## config.mk

```make
export PLATFORM = sky130hd
export DESIGN_NAME = endpoint_detector
export DESIGN_NICKNAME = d
export VERILOG_FILES = /design/src/rtl/endpoint_detector.sv
export SDC_FILE = /design/constraint.sdc
export NUM_CORES = 1
export LEC_CHECK = 0
export ABC_AREA = 1
export CORE_MARGIN = 10
export CORE_UTILIZATION = 49
export CTS_BUF_LIST = sky130_fd_sc_hd__clkbuf_8
export CTS_CLUSTER_SIZE = 20
export DETAILED_ROUTE_END_ITERATION = 10
export PLACE_DENSITY_LB_ADDON = 0.05
export SLEW_MARGIN = 20
export SYNTH_ARGS = -nofsm -noshare
export SYNTH_HDL_FRONTEND = slang
export SYNTH_SLANG_ARGS = --single-unit
```

## constraint.sdc

```tcl
create_clock -name iclk -period 1.95 [get_ports iclk]
set_input_delay 0.585 -clock iclk [delete_from_list [all_inputs] [get_ports iclk]]
set_output_delay 0.585 -clock iclk [all_outputs]
set_load 0.05 [all_outputs]
```

## src/rtl/endpoint_detector.sv

```systemverilog
// endpoint_detector: dual-threshold hysteresis voice-activity detector.
// Sits after moving_average; debounces onset (MIN_ON loud samples) and
// applies a hangover (HANGOVER quiet samples) before closing a segment.
// Reports the start/end sample indices and an active flag, all registered.
module endpoint_detector #(
   parameter int                    DATA_WIDTH = 16,
   parameter int                    IDX_WIDTH  = 32,
   parameter logic [DATA_WIDTH-1:0] ON_THRESH  = 16'd1000,
   parameter logic [DATA_WIDTH-1:0] OFF_THRESH = 16'd500,
   parameter int                    MIN_ON     = 4,
   parameter int                    HANGOVER   = 8,
   parameter int                    CNT_WIDTH  = 16
) (
   input  logic                  iclk,
   input  logic                  irst,
   input  logic [DATA_WIDTH-1:0] idata,
   input  logic                  ivalid,
   input  logic [IDX_WIDTH-1:0]  iidx,
   output logic                  oactive,
   output logic                  ostart_valid,
   output logic [IDX_WIDTH-1:0]  ostart_idx,
   output logic                  oend_valid,
   output logic [IDX_WIDTH-1:0]  oend_idx
);

   typedef enum logic [1:0] {
      S_IDLE  = 2'd0,
      S_ONSET = 2'd1,
      S_ACTV  = 2'd2,
      S_HANG  = 2'd3
   } state_t;

   localparam logic [CNT_WIDTH-1:0] C_MIN_ON = CNT_WIDTH'(MIN_ON);
   localparam logic [CNT_WIDTH-1:0] C_HANG   = CNT_WIDTH'(HANGOVER);
   localparam logic [CNT_WIDTH-1:0] C_ONE    = CNT_WIDTH'(1);

   state_t                 r_state;
   logic [CNT_WIDTH-1:0]   r_cnt;
   logic [IDX_WIDTH-1:0]   r_cand_idx;
   logic [IDX_WIDTH-1:0]   r_last_idx;
   logic                   r_active;
   logic                   r_start_valid;
   logic [IDX_WIDTH-1:0]   r_start_idx;
   logic                   r_end_valid;
   logic [IDX_WIDTH-1:0]   r_end_idx;

   logic                   w_loud;
   logic                   w_quiet;
   logic                   w_restart;
   logic                   w_close;
   state_t                 w_eff_state;
   logic [CNT_WIDTH-1:0]   w_cnt_inc;

   assign w_loud    = (idata >= ON_THRESH);
   assign w_quiet   = (idata <  OFF_THRESH);
   assign w_restart = (iidx == '0);
   // A new stream closes any open segment, then the sample is judged from IDLE.
   assign w_close     = w_restart && (r_state == S_ACTV || r_state == S_HANG);
   assign w_eff_state = w_restart ? S_IDLE : r_state;
   // Saturating increment so a stuck counter can never wrap back to zero.
   assign w_cnt_inc   = (r_cnt == '1) ? r_cnt : r_cnt + C_ONE;

   // Endpoint FSM with registered pulses, indices and active flag.
   always_ff @(posedge iclk) begin
      if (irst) begin
         r_state       <= S_IDLE;
         r_cnt         <= '0;
         r_cand_idx    <= '0;
         r_last_idx    <= '0;
         r_active      <= 1'b0;
         r_start_valid <= 1'b0;
         r_start_idx   <= '0;
         r_end_valid   <= 1'b0;
         r_end_idx     <= '0;
      end else begin
         r_start_valid <= 1'b0;
         r_end_valid   <= 1'b0;
         if (ivalid) begin
            if (w_close) begin
               r_end_valid <= 1'b1;
               r_end_idx   <= r_last_idx;
            end
            case (w_eff_state)
               S_IDLE: begin
                  if (w_loud) begin
                     r_cand_idx <= iidx;
                     r_cnt      <= C_ONE;
                     if (MIN_ON == 1) begin
                        r_state       <= S_ACTV;
                        r_active      <= 1'b1;
                        r_start_valid <= 1'b1;
                        r_start_idx   <= iidx;
                        r_last_idx    <= iidx;
                     end else begin
                        r_state  <= S_ONSET;
                        r_active <= 1'b0;
                     end
                  end else begin
                     r_state  <= S_IDLE;
                     r_cnt    <= '0;
                     r_active <= 1'b0;
                  end
               end
               S_ONSET: begin
                  if (w_loud) begin
                     r_cnt <= w_cnt_inc;
                     if (w_cnt_inc == C_MIN_ON) begin
                        r_state       <= S_ACTV;
                        r_active      <= 1'b1;
                        r_start_valid <= 1'b1;
                        r_start_idx   <= r_cand_idx;
                        r_last_idx    <= iidx;
                     end
                  end else begin
                     r_state <= S_IDLE;
                     r_cnt   <= '0;
                  end
               end
               S_ACTV: begin
                  if (!w_quiet) begin
                     r_last_idx <= iidx;
                  end else begin
                     r_cnt <= C_ONE;
                     if (HANGOVER == 1) begin
                        r_state     <= S_IDLE;
                        r_active    <= 1'b0;
                        r_end_valid <= 1'b1;
                        r_end_idx   <= r_last_idx;
                     end else begin
                        r_state <= S_HANG;
                     end
                  end
               end
               S_HANG: begin
                  if (!w_quiet) begin
                     r_state    <= S_ACTV;
                     r_cnt      <= '0;
                     r_last_idx <= iidx;
                  end else begin
                     r_cnt <= w_cnt_inc;
                     if (w_cnt_inc == C_HANG) begin
                        r_state     <= S_IDLE;
                        r_active    <= 1'b0;
                        r_end_valid <= 1'b1;
                        r_end_idx   <= r_last_idx;
                     end
                  end
               end
               default: begin
                  r_state  <= S_IDLE;
                  r_cnt    <= '0;
                  r_active <= 1'b0;
               end
            endcase
         end
      end
   end

   assign oactive      = r_active;
   assign ostart_valid = r_start_valid;
   assign ostart_idx   = r_start_idx;
   assign oend_valid   = r_end_valid;
   assign oend_idx     = r_end_idx;

endmodule

```

==> Word-level counts from Yosys, hierarchy flattened <==
Index checks and enable logic that the tools add are counted.
W data, S select, Z words.
{ "totals": {"memories": 0, "reg_bits": 149, "out_inout_bits": 67, "latch_bits": 0, "rom_bits": 0, "ramBits": 0} }
{ "classes": {"mux": 32, "reduce_logical": 15, "bitwise": 3, "shift": 0, "order_cmp": 2, "div": 0, "add_sub_neg": 1, "n_mul": 0, "eq_ne": 16} }
{ "op_table": {"columns": ["op", "count"], "rows": [
  ["$mux W32", 7],
  ["$mux W16", 4],
  ["$pmux W16 S4", 1],
  ["$pmux W32 S2", 1],
  ["$logic_not A32 Y1", 1],
  ["$add A16 B1 Y16 const B", 1],
  ["$eq A16 B16 Y1 const B", 1],
  ["$eq A16 B3 Y1 const B", 1],
  ["$eq A16 B4 Y1 const B", 1],
  ["$ge A16 B10 Y1 const B", 1],
  ["$lt A16 B9 Y1 const B", 1],
  ["$mux W2", 6],
  ["$ne A2 B2 Y1 const B", 6],
  ["$mux W1", 11],
  ["$eq A2 B2 Y1 const B", 4],
  ["$pmux W2 S4", 1],
  ["$reduce_and A4 Y1", 2],
  ["$ne A3 B3 Y1 const B", 2],
  ["$reduce_and A6 Y1", 1],
  ["$reduce_and A5 Y1", 1],
  ["$reduce_or A2 Y1", 2],
  ["$reduce_or A4 Y1", 1],
  ["$not A1 Y1", 3],
  ["$pmux W1 S3", 1],
  ["other kinds (8)", 8]
]} }

==> Logic depth before layout (Yosys ltp) <==
Gate-level depths: netlist of run 1.
{ "logic_depth": {"ltp_word": 7, "mapped_depth": 18, "mapped_depth_nobuf": 16} }

==> Worst setup path after synthesis of run 1 <==
Ideal clock, no wire load.
{ "synth_timing": {"path_kind": "register to register", "from": "reg r_cnt[0]", "to": "reg r_start_idx[0], in the netlist ostart_idx[0]", "setup_slack_ps": -154, "path_stages_with_launch": 17, "t_arrival_ps": 1991, "t_required_ps": 1837, "path_cell_list": "dfxtp_1 ha_1 nand2_2 nor2_4 nand2_4 inv_2 nand2_1 buf_6 nand3_1 nor2_1 nand3_2 inv_2 nand3_2 buf_6 buf_2 nor2_1 nor2_1"} }
{ "synth_via": {"elab_chain_len": 4, "word_cells_on_any_way": 5} }
{ "synth_rtl": {"columns": ["element", "line_no", "rtl"], "rows": [
  ["start, declared", "38", "logic [CNT_WIDTH-1:0] r_cnt;"],
  ["start signal, assigned", "106", "r_cnt <= w_cnt_inc;"],
  ["start signal, assigned", "140", "r_cnt <= w_cnt_inc;"],
  ["$add A16 B1 Y16 / $eq A16 B16 Y1 (equally long branches)", "61", "assign w_cnt_inc = (r_cnt == '1) ? r_cnt : r_cnt + C_ONE;"],
  ["$mux W16 *", "61", null],
  ["$eq A16 B3 Y1 *", "107", "if (w_cnt_inc == C_MIN_ON) begin"],
  ["$reduce_and A4 Y1 (no source line) *", null, null],
  ["end signal, assigned", "92", "r_start_idx <= iidx;"],
  ["end signal, assigned", "111", "r_start_idx <= r_cand_idx;"],
  ["end, declared", "43", "logic [IDX_WIDTH-1:0] r_start_idx;"]
]} }
Mark *: on every way between the ends. The rest lies on a longest branch, timed or not.
A chain may end at the register's enable or synchronous reset.

==> Worst setup path after layout of run 1 <==
{ "layout_timing": {"from": "reg r_cnt[0]", "to": "reg r_start_idx[28], in the netlist ostart_idx[28]"} }
Same word-level chain as after synthesis.

==> results of run 1 <==
## power groups by stage
stage | Clock (mW) | Combinational (mW) | Sequential (mW)
2_1_floorplan | 0 | 0.449 | 3.37
6_report | 2.52 | 1.35 | 3.40
4_1_cts | 2.53 | 1.04 | 3.36
3_3_place_gp | 0 | 0.873 | 3.41
3_5_place_dp | 0 | 0.890 | 3.41
5_1_grt | 2.67 | 1.43 | 3.41
## state kept, by name, indices dropped and copies added, names as in the netlist
signal,flops
oactive,1
ostart_valid,1
oend_valid,1
oend_idx,32
r_cnt,16
r_state,2
r_cand_idx,32
ostart_idx,32
r_last_idx,32
## through the flow
step | power, mW | utilization | setup TNS (ns) | worst slack, ns | std cells
6_report | 7.26 | 0.804 | -41.26 | -0.440 | 1431
5_1_grt | 7.51 | 0.804 | -56.89 | -0.532 | 1431
4_1_cts | 6.94 | 0.729 | -24.60 | -0.302 | 1405
3_5_place_dp | 4.30 | 0.659 | -103.32 | -0.928 | 1353
3_3_place_gp | 4.28 | 0.659 | -99.87 | -0.849 | 1353
2_1_floorplan | 3.82 | - | -0.591 | -0.0204 | 986
## cell families (layout without fill, tap and decap cells)
group                    Yosys count  after routing
XOR/XNOR                           2              2
adder cells (fa/ha/maj)            1              1
AO/OA/AOI/OAI                    132            132
flip-flops                       149            149
buffers and inverters            175            444
AND/OR/NAND/NOR                  527            527
## worst paths after layout
kind | endpoint | slack (ns) | depth (start not counted) | from
setup reg to reg | ostart_idx[28]$_SDFFE_PP0P_ | -0.44 | 19 | r_cnt[0]$_SDFFE_PP0P_
setup / recovery | ostart_idx[28]$_SDFFE_PP0P_ | -0.44 | 19 | r_cnt[0]$_SDFFE_PP0P_
hold reg to reg | r_cand_idx[3]$_SDFFE_PP0P_ | 0.45 | 2 | r_cand_idx[3]$_SDFFE_PP0P_
hold / removal | r_last_idx[12]$_SDFFE_PP0P_ | 0.45 | 3 | iidx[12]
## final cells by class
cell class | count | area (µm²) | area share
Inverter | 129 | 503 | 0.0474
Tap cell | 176 | 220 | 0.0208
Clock buffer | 18 | 248 | 0.0234
Sequential cell | 149 | 3000 | 0.283
Multi-Input combinational cell | 662 | 3780 | 0.357
Clock inverter | 14 | 158 | 0.0149
Timing Repair Buffer | 283 | 2690 | 0.254
## routing by layer
| layer | up-vias | global-route usage | part of all wire |
|---|---|---|---|
| li1 | 3537 | - | - |
| met1 | 3411 | 0.239 | 0.39 |
| met2 | 251 | 0.375 | 0.51 |
| met3 | 69 | 0.0542 | 0.063 |
| met4 | 0 | 0.0858 | 0.037 |
| met5 | - | 0 | 0 |
## cell usage in the layout, fill, tap and decap left out, types with 9 or more instances in the layout
master | Yosys | layout
nand3_1 | 21 | 11
nand2_4 | 1 | 11
nor2_4 | 5 | 35
nand4_1 | 15 | 15
buf_4 | 4 | 184
nor2_2 | 4 | 55
nand2_2 | 17 | 69
nand3_2 | 3 | 9
buf_12 | 0 | 16
o21ai_1 | 5 | 20
clkdlybuf4s15_1 | 0 | 15
clkbuf_8 | 0 | 18
clkbuf_2 | 1 | 16
buf_6 | 3 | 18
o21ai_0 | 72 | 28
inv_1 | 125 | 124
clkbuf_16 | 0 | 9
nor2_1 | 236 | 155
o21ai_2 | 0 | 25
nand2_1 | 215 | 151
a21oi_1 | 52 | 43
dfxtp_1 | 149 | 139
dlymetal6s2s_1 | 0 | 13
## what timing repair did
action                                 in CTS  in global routing
cloned                                      3                 10
gates resized for setup                   154                287
pin swaps                                  41                 58
endpoints found under the hold margin       0                  0
buffers inserted                           17                 19
setup endpoints to repair                 149                149
hold buffers                                0                  0
## critical path, cell delays in order (launching register included)
cell     delay (ns)
dfxtp_4        0.37
ha_4           0.18
nand2_4        0.06
nor2_4         0.04
nand2_4        0.09
inv_4          0.06
buf_6          0.11
nand2_2        0.05
nand2_2        0.07
nor2_4         0.12
nand2_2        0.07
nor2_4         0.18
nand3_4        0.14
inv_4          0.09
nand3_4        0.09
buf_12         0.18
buf_12         0.15
nand2_4        0.05
nand2_2        0.05
nor2_1         0.15
==> impl_metrics.env, run 1 <==
export IMPL_cts_buffers=17
export IMPL_path_max_fanout=9
export IMPL_cts_tree="done"
export IMPL_synth_seq_cells=149
export IMPL_synthDistinctLibCells=30
export IMPL_cts_path_max_buffers=2
export IMPL_power_density_nw_per_um2=685
export IMPL_fin_ws_ns=-0.440
export IMPL_fin_area_um2=10600
export IMPL_clk_latency_ns=0.47
export IMPL_vias_per_cell=5.08
export IMPL_drtPass1Iterations=5
export IMPL_dpl_instance_area_um2=8690
export IMPL_netlist_area_um2=6590
export IMPL_status="finished, violations left"
export IMPL_antenna_cells=0
export IMPL_grt_max_degree=47
export IMPL_seq_area_frac_synth=0.453
export IMPL_drive_gt1_frac=0.422
export IMPL_synth_nets=1038
export IMPL_start_util=0.500
export IMPL_fin_hold_ws_ns=0.447
export IMPL_drtAntennaViolNets=0
export IMPL_pwr_share_seq=0.468
export IMPL_grt_ovfl_total=0
export IMPL_drt_wl_total_um=23200
export IMPL_criticalPathCategory="flop to flop"
export IMPL_io_pins=118
export IMPL_vias=7268
export IMPL_violations="setup timing"
export IMPL_hold_viol_final=0
export IMPL_peakVddDrop_mv=0.370
export IMPL_die_w_um=136
export IMPL_dpl_hpwl_um=13900
export IMPL_synth_top_area_frac=0.453
export IMPL_startpoint_type="flop"
export IMPL_synthMostInstantiatedCell="nor2_1"
export IMPL_pwr_share_clk=0.347
export IMPL_p_int_mw=5.15
export IMPL_synth_edf_count=0
export IMPL_max_cap_viol_count=0
export IMPL_syn_area_per_cell_um2=6.68
export IMPL_fin_skew_ns=0.0127
export IMPL_relSlewSlack=0.747
export IMPL_antenna_found_initial=0
export IMPL_die_h_um=136
export IMPL_clock_sinks=149
export IMPL_fin_crit_sh=1.23
export IMPL_synth_xor_area_frac=0.00266
export IMPL_ys_top_cells_by_area="dfxtp_1 45%, nor2_1 13%, nand2_1 12%"
export IMPL_fillCellCount=868
export IMPL_setup_viol=149
export IMPL_synth_common_cells="236 x nor2_1, 215 x nand2_1, 149 x dfxtp_1"
export IMPL_tightest_slew_ns=0.379
export IMPL_synthFlopType="dfxtp_1"
export IMPL_path_clk_slew_ns=0.09
export IMPL_clock_root_buffer="clkbuf_8"
export IMPL_post_drt_wl_per_cell_um=16.2
export IMPL_worst_ep_required_time_ns=2.33
export IMPL_grt_pass1_wl_um=31700
export IMPL_swShare=0.291
export IMPL_synth_compound_area_frac=0.102
export IMPL_muxShareOfSynthArea=0
export IMPL_io_buffer_count=115
export IMPL_min_path_type="input port to flop"
export IMPL_worstPathArrival_ns=2.78
export IMPL_cp_end_kind="flop"
export IMPL_grt_pass1_vias=6579
export IMPL_fin_crit_ns=2.39
export IMPL_drtIter0Drc=526
export IMPL_yosys_area_share_adder=0.00190
export IMPL_synth_simple_area_share=0.331
export IMPL_yosysWarnings=0
export IMPL_ctsHtreeMaxLevel=4
export IMPL_p_leak_nw=5.17
export IMPL_track_usage=0.213
export IMPL_pwr_share_comb=0.185
export IMPL_fmax_ghz=0.418
export IMPL_drc=0
export IMPL_synthArstFlopShare=0
export IMPL_num_rows=42
export IMPL_core_area_um2=13200
export IMPL_place_congestion=0.900
export IMPL_finalMaxSlewViolations=0
export IMPL_die_area_um2=18500
export IMPL_area_delta_synth_final_pct=60.9
export IMPL_rsz0062_at_grt="true"
export IMPL_switching_power_mw=2.11
export IMPL_synthCells=986
export IMPL_yosys_area_top_type="dfxtp_1"
export IMPL_nNetsFinal=1294
export IMPL_synth_top_family_by_area="simple AND/OR/NAND/NOR gates"
Note: power is estimated with default switching activity, not from simulation.
==> inputs of run 2 (changes only) <==
--- a/config.mk
+++ b/config.mk
@@ -6,7 +6,7 @@
 export NUM_CORES = 1
 export LEC_CHECK = 0
 export ABC_AREA = 1
-export CORE_MARGIN = 10
+export CORE_MARGIN = 4
 export CORE_UTILIZATION = 49
 export CTS_BUF_LIST = sky130_fd_sc_hd__clkbuf_8
 export CTS_CLUSTER_SIZE = 20
==> impl_metrics.env, run 2 (same netlist as run 1, synthesis figures left out) <==
export IMPL_setup_viol=120
export IMPL_r2r_slack_ns=-0.35
export IMPL_path_max_fanout=12
export IMPL_final_common_cell="nor2_1"
export IMPL_relSlewSlack=0.788
export IMPL_start_util=0.500
export IMPL_layout_common_cells="202 x nor2_1, 173 x nand2_1, 172 x buf_4"
export IMPL_antenna_cells=0
export IMPL_fin_total_pwr_mw=6.70
export IMPL_num_rows=42
export IMPL_drtIter0Drc=585
export IMPL_criticalPathCategory="flop to flop"
export IMPL_drive_gt1_frac=0.326
export IMPL_cts_tree="done"
export IMPL_grt_util_met1=0.274
export IMPL_use_met2=0.413
export IMPL_path_clk_slew_ns=0.08
export IMPL_cts_buffers=17
export IMPL_r2r_start="r_cnt[0]$_SDFFE_PP0P_"
export IMPL_io_buffer_count=115
export IMPL_post_drt_wl_per_cell_um=13.9
export IMPL_fmax_ghz=0.435
export IMPL_clk_latency_ns=0.45
export IMPL_reg2reg_depth=15
export IMPL_drt_wl_total_um=19400
export IMPL_peakVddDrop_mv=0.422
export IMPL_fin_ws_ns=-0.349
export IMPL_p_leak_nw=4.75
export IMPL_track_usage=0.234
export IMPL_grt_max_degree=66
export IMPL_grt_util_met3=0.0581
export IMPL_vias=6697
export IMPL_cp_end_kind="flop"
export IMPL_fillCellCount=1094
export IMPL_rsz0062_at_grt="true"
export IMPL_drtAntennaViolNets=0
export IMPL_tightest_slew_ns=0.315
export IMPL_vias_per_cell=4.79
export IMPL_timing_rr_end="oend_idx[24]$_SDFFE_PP0P_"
export IMPL_endpoint="oend_idx[24]$_SDFFE_PP0P_"
export IMPL_power_density_nw_per_um2=688
export IMPL_cts_path_max_buffers=2
export IMPL_min_path_type="flop to flop"
export IMPL_grt_ovfl_total=0
export IMPL_grt_pass1_wl_um=28000
export IMPL_fin_skew_ns=0.0118
export IMPL_die_area_um2=15400
export IMPL_startpoint_type="flop"
export IMPL_hp_start="r_cand_idx[29]$_SDFFE_PP0P_"
export IMPL_pre_cts_ws_ns=-0.860
export IMPL_place_congestion=0.938
export IMPL_die_h_um=124
export IMPL_drtPass1Iterations=7
export IMPL_violations="setup timing"
export IMPL_core_area_um2=13200
export IMPL_worstSetupStartpoint="r_cnt[0]$_SDFFE_PP0P_"
export IMPL_clock_sinks=149
export IMPL_worst_ep_required_time_ns=2.30
export IMPL_die_w_um=124
export IMPL_area_delta_synth_final_pct=47.7
export IMPL_antenna_found_initial=0
export IMPL_ctsHoldBuffers=0
export IMPL_fin_crit_ns=2.30
export IMPL_hold_viol_final=0
export IMPL_dpl_hpwl_um=12800
export IMPL_grt_pass1_vias=5967
export IMPL_finalMaxSlewViolations=0
export IMPL_nNetsFinal=1261
export IMPL_status="finished, violations left"
export IMPL_ctsHtreeMaxLevel=4
export IMPL_io_pins=118
export IMPL_worstPathArrival_ns=2.64
export IMPL_drc=0
export IMPL_fin_hold_ws_ns=0.450
export IMPL_busiest_layer="met2"
export IMPL_fin_crit_sh=1.18
export IMPL_max_cap_viol_count=0
export IMPL_clock_root_buffer="clkbuf_8"
==> run 2: metal layers <==
metal	routed length (µm)	part of all wire
met3	914	0.047
met5	0	0
met2	9970	0.51
met4	385	0.020
met1	8150	0.42
==> run 2: worst min path at each step <==
| stage | endpoint | slack [ns] | cells after the start |
|---|---|---|---|
| 2_1_floorplan | oend_idx[31]$_SDFFE_PP0P_ | 0.42 | 2 |
| 3_3_place_gp | r_cand_idx[12]$_SDFFE_PP0P_ | 0.43 | 2 |
| 3_5_place_dp | r_cand_idx[6]$_SDFFE_PP0P_ | 0.44 | 2 |
| 4_1_cts | r_cand_idx[6]$_SDFFE_PP0P_ | 0.45 | 2 |
| 5_1_grt | r_cand_idx[20]$_SDFFE_PP0P_ | 0.46 | 2 |
| 6_report | r_cand_idx[29]$_SDFFE_PP0P_ | 0.45 | 2 |
==> run 2: repair_timing <==
| item | CTS | global route |
|---|---|---|
| endpoints found under the setup margin | 148 | 145 |
| gates cloned | 2 | 8 |
| pin swaps | 16 | 24 |
| resized for setup | 111 | 135 |
| buffers inserted | 8 | 6 |
==> run 2: power by group <==
group / switching [mW] / internal, mW / leakage (nW)
clock network: 1.23 / 1.09 / 0.187
registers: 0.126 / 3.22 / 1.22
logic: 0.558 / 0.472 / 3.35
==> run 2: through the flow <==
step	cells	setup TNS [ns]	instance area, µm²	util
final	1397	-24.92	9740	0.738
after CTS	1383	-18.61	9140	0.693
after floorplan	986	-0.591	6640	-
after detailed placement	1342	-97.84	8520	0.646
after global placement	1342	-94.95	8520	0.646
after global routing	1397	-43.52	9740	0.738
==> run 2: layout make-up <==
type | count | area, µm² | share of cell area
clock buffers | 19 | 262 | 0.0269
clock inverters | 12 | 118 | 0.0121
inverters | 129 | 500 | 0.0514
multi-input cells | 662 | 3380 | 0.347
flip-flops and latches | 149 | 3000 | 0.308
well taps | 176 | 220 | 0.0226
repair buffers | 250 | 2260 | 0.232
==> run 2: critical path, cell delays in order, from the launching register on <==
cell,delay [ns]
dfxtp_4,0.38
ha_4,0.17
nand2_4,0.06
nor2_4,0.12
nand2_4,0.09
inv_4,0.09
nand4_1,0.14
nand2_2,0.13
nand3_2,0.08
nor2_2,0.11
nand4_1,0.15
nand2_2,0.14
nand2_8,0.11
clkbuf_16,0.19
nor2_1,0.13
nor2_1,0.07
==> inputs of run 3 (changes only) <==
--- a/config.mk
+++ b/config.mk
@@ -6,11 +6,11 @@
 export NUM_CORES = 1
 export LEC_CHECK = 0
 export ABC_AREA = 1
-export CORE_MARGIN = 4
 export CORE_UTILIZATION = 49
 export CTS_BUF_LIST = sky130_fd_sc_hd__clkbuf_8
 export CTS_CLUSTER_SIZE = 20
 export DETAILED_ROUTE_END_ITERATION = 10
+export GPL_TIMING_DRIVEN = 0
 export PLACE_DENSITY_LB_ADDON = 0.05
 export SLEW_MARGIN = 20
 export SYNTH_ARGS = -nofsm -noshare
==> impl_metrics.env, run 3 (same netlist as run 1, synthesis figures left out) <==
export IMPL_status="finished, violations left"
export IMPL_violations="setup timing"
export IMPL_clk_latency_ns=0.46
export IMPL_cp_slowest_stage_delay_ns=0.38
export IMPL_grt_max_degree=17
export IMPL_fin_hold_ws_ns=0.413
export IMPL_io_buffer_count=114
export IMPL_drive_gt1_frac=0.319
export IMPL_fmax_ghz=0.412
export IMPL_path_clk_slew_ns=0.09
export IMPL_cts_tree="done"
export IMPL_post_drt_wl_per_cell_um=14.5
export IMPL_area_delta_synth_final_pct=51.1
export IMPL_grt_util_met3=0.0678
export IMPL_swShare=0.296
export IMPL_grt_ovfl_total=0
export IMPL_setup_viol=101
export IMPL_place_congestion=0.915
export IMPL_final_common_cell="nand2_1"
export IMPL_hold_viol_final=0
export IMPL_busiest_layer="met2"
export IMPL_power_density_nw_per_um2=713
export IMPL_drc=0
export IMPL_fin_tns_setup_ns=-40.42
export IMPL_crit_top_cell="nor2_2"
export IMPL_multiInputGateArea_um2=3710
export IMPL_min_path_type="input port to flop"
export IMPL_pwr_share_comb=0.171
export IMPL_grt_pass1_vias=6467
export IMPL_clock_root_buffer="clkbuf_8"
export IMPL_cp_end_kind="flop"
export IMPL_antenna_found_initial=0
export IMPL_vias_per_cell=5.01
export IMPL_fin_ws_ns=-0.479
export IMPL_track_usage=0.279
export IMPL_drtPass1Iterations=5
export IMPL_pwr_share_clk=0.354
export IMPL_drtAntennaViolNets=0
export IMPL_drt_wl_total_um=19800
export IMPL_max_cap_viol_count=0
export IMPL_clock_sinks=149
export IMPL_die_w_um=118
export IMPL_fin_crit_sh=1.25
export IMPL_relSlewSlack=0.479
export IMPL_num_rows=42
export IMPL_grt_pass1_wl_um=30800
export IMPL_worstPathCellList="ha_4, buf_4, xor2_1, nand3_1, nand3b_1, nor2_2, nand3_4, inv_2, nand3_2, buf_12, buf_12, nor2_2, nor2_2"
export IMPL_die_h_um=118
export IMPL_io_pins=118
export IMPL_startpoint_type="flop"
export IMPL_path_max_fanout=10
export IMPL_worstPathArrival_ns=2.79
export IMPL_fin_crit_ns=2.43
export IMPL_peakVddDrop_mv=0.577
export IMPL_worst_ep_required_time_ns=2.31
export IMPL_fin_skew_ns=0.0135
export IMPL_fin_area_um2=9960
export IMPL_cts_path_max_buffers=2
export IMPL_ctsHtreeMaxLevel=4
export IMPL_p_leak_nw=4.73
export IMPL_rsz0062_at_grt="true"
export IMPL_dp_cells=1276
export IMPL_dpl_hpwl_um=12300
export IMPL_drtIter0Drc=471
export IMPL_final_instance_count_excl_fill=1371
export IMPL_p_int_mw=5.00
export IMPL_finalMaxSlewViolations=0
export IMPL_vias=6871
export IMPL_criticalPathCategory="flop to flop"
export IMPL_crit_slowest_cell="dfxtp_4"
export IMPL_die_area_um2=13900
export IMPL_grt_util_met1=0.321
export IMPL_nNetsFinal=1234
export IMPL_pre_cts_ws_ns=-0.988
export IMPL_pwr_share_seq=0.476
export IMPL_core_area_um2=13200
export IMPL_seq_area_um2=3000
export IMPL_layout_common_cells="188 x nand2_1, 168 x nor2_1, 136 x dfxtp_1"
export IMPL_antenna_cells=0
export IMPL_switching_power_mw=2.10
export IMPL_cts_buffers=17
export IMPL_fillCellCount=992
export IMPL_use_met2=0.499
export IMPL_tightest_slew_ns=0.782
export IMPL_start_util=0.500
export IMPL_dpl_instance_area_um2=8000
-- run 3: cell types whose count changed in the layout (fill, tap and decap cells not counted), moves of 18 or more --
cell	delta
clkdlybuf4s15_1	+37
o21ai_2	+19
clkbuf_2	+39
nor2_1	-34
buf_4	-135
nor2_4	+18
-- run 3: critical path: cells and delay by family (launching register included) --
family | cells | cell delay (ns)
adder cells (fa/ha/maj) | 1 | 0.16
AND/OR/NAND/NOR | 7 | 0.96
buffers and inverters | 4 | 0.53
flip-flops | 1 | 0.38
XOR/XNOR | 1 | 0.28
-- run 3: area by class of cell --
class | instances | area share
multi-input cells | 665 | 0.372
repair buffers | 175 | 0.166
clock inverters | 13 | 0.0148
clock buffers | 19 | 0.0263
flip-flops and latches | 149 | 0.302
well taps | 176 | 0.0221
inverters | 129 | 0.0501
plain buffers | 45 | 0.0464
-- run 3: what timing repair did --
item	CTS	global route
endpoints found under the setup margin	216	189
setup buffers	36	10
cloned	13	5
pin swaps	33	40
hold buffers	0	0
gates resized for setup	380	238
-- run 3: through the flow --
stage / util / power [mW]
after global placement: 0.606 / 4.09
after CTS: 0.723 / 6.92
after global routing: 0.755 / 7.35
final: 0.755 / 7.10
after detailed placement: 0.606 / 4.11
after floorplan: - / 3.82
-- run 3: power groups by stage --
stage                     combinational [mW]  clock, mW  sequential [mW]
after floorplan                        0.449          0             3.37
after global placement                 0.696          0             3.40
after detailed placement               0.706          0             3.40
after CTS                               1.04       2.52             3.36
after global routing                    1.30       2.66             3.40
final                                   1.21       2.51             3.38
-- run 3: per-layer routing --
layer	routed length, µm	share of wire
met5	0	0
met4	459	0.023
met3	1080	0.054
met2	10100	0.51
met1	8180	0.41
-- run 3: worst paths after layout --
kind | depth (start not counted) | to | start | slack [ns]
worst max-delay path | 13 | ostart_idx[4]$_SDFFE_PP0P_ | r_cnt[1]$_SDFFE_PP0P_ | -0.48
worst min register to register | 2 | oactive$_SDFFE_PP0P_ | oactive$_SDFFE_PP0P_ | 0.45
worst min-delay path | 3 | r_last_idx[22]$_SDFFE_PP0P_ | iidx[22] | 0.41
worst max register to register | 13 | ostart_idx[4]$_SDFFE_PP0P_ | r_cnt[1]$_SDFFE_PP0P_ | -0.48
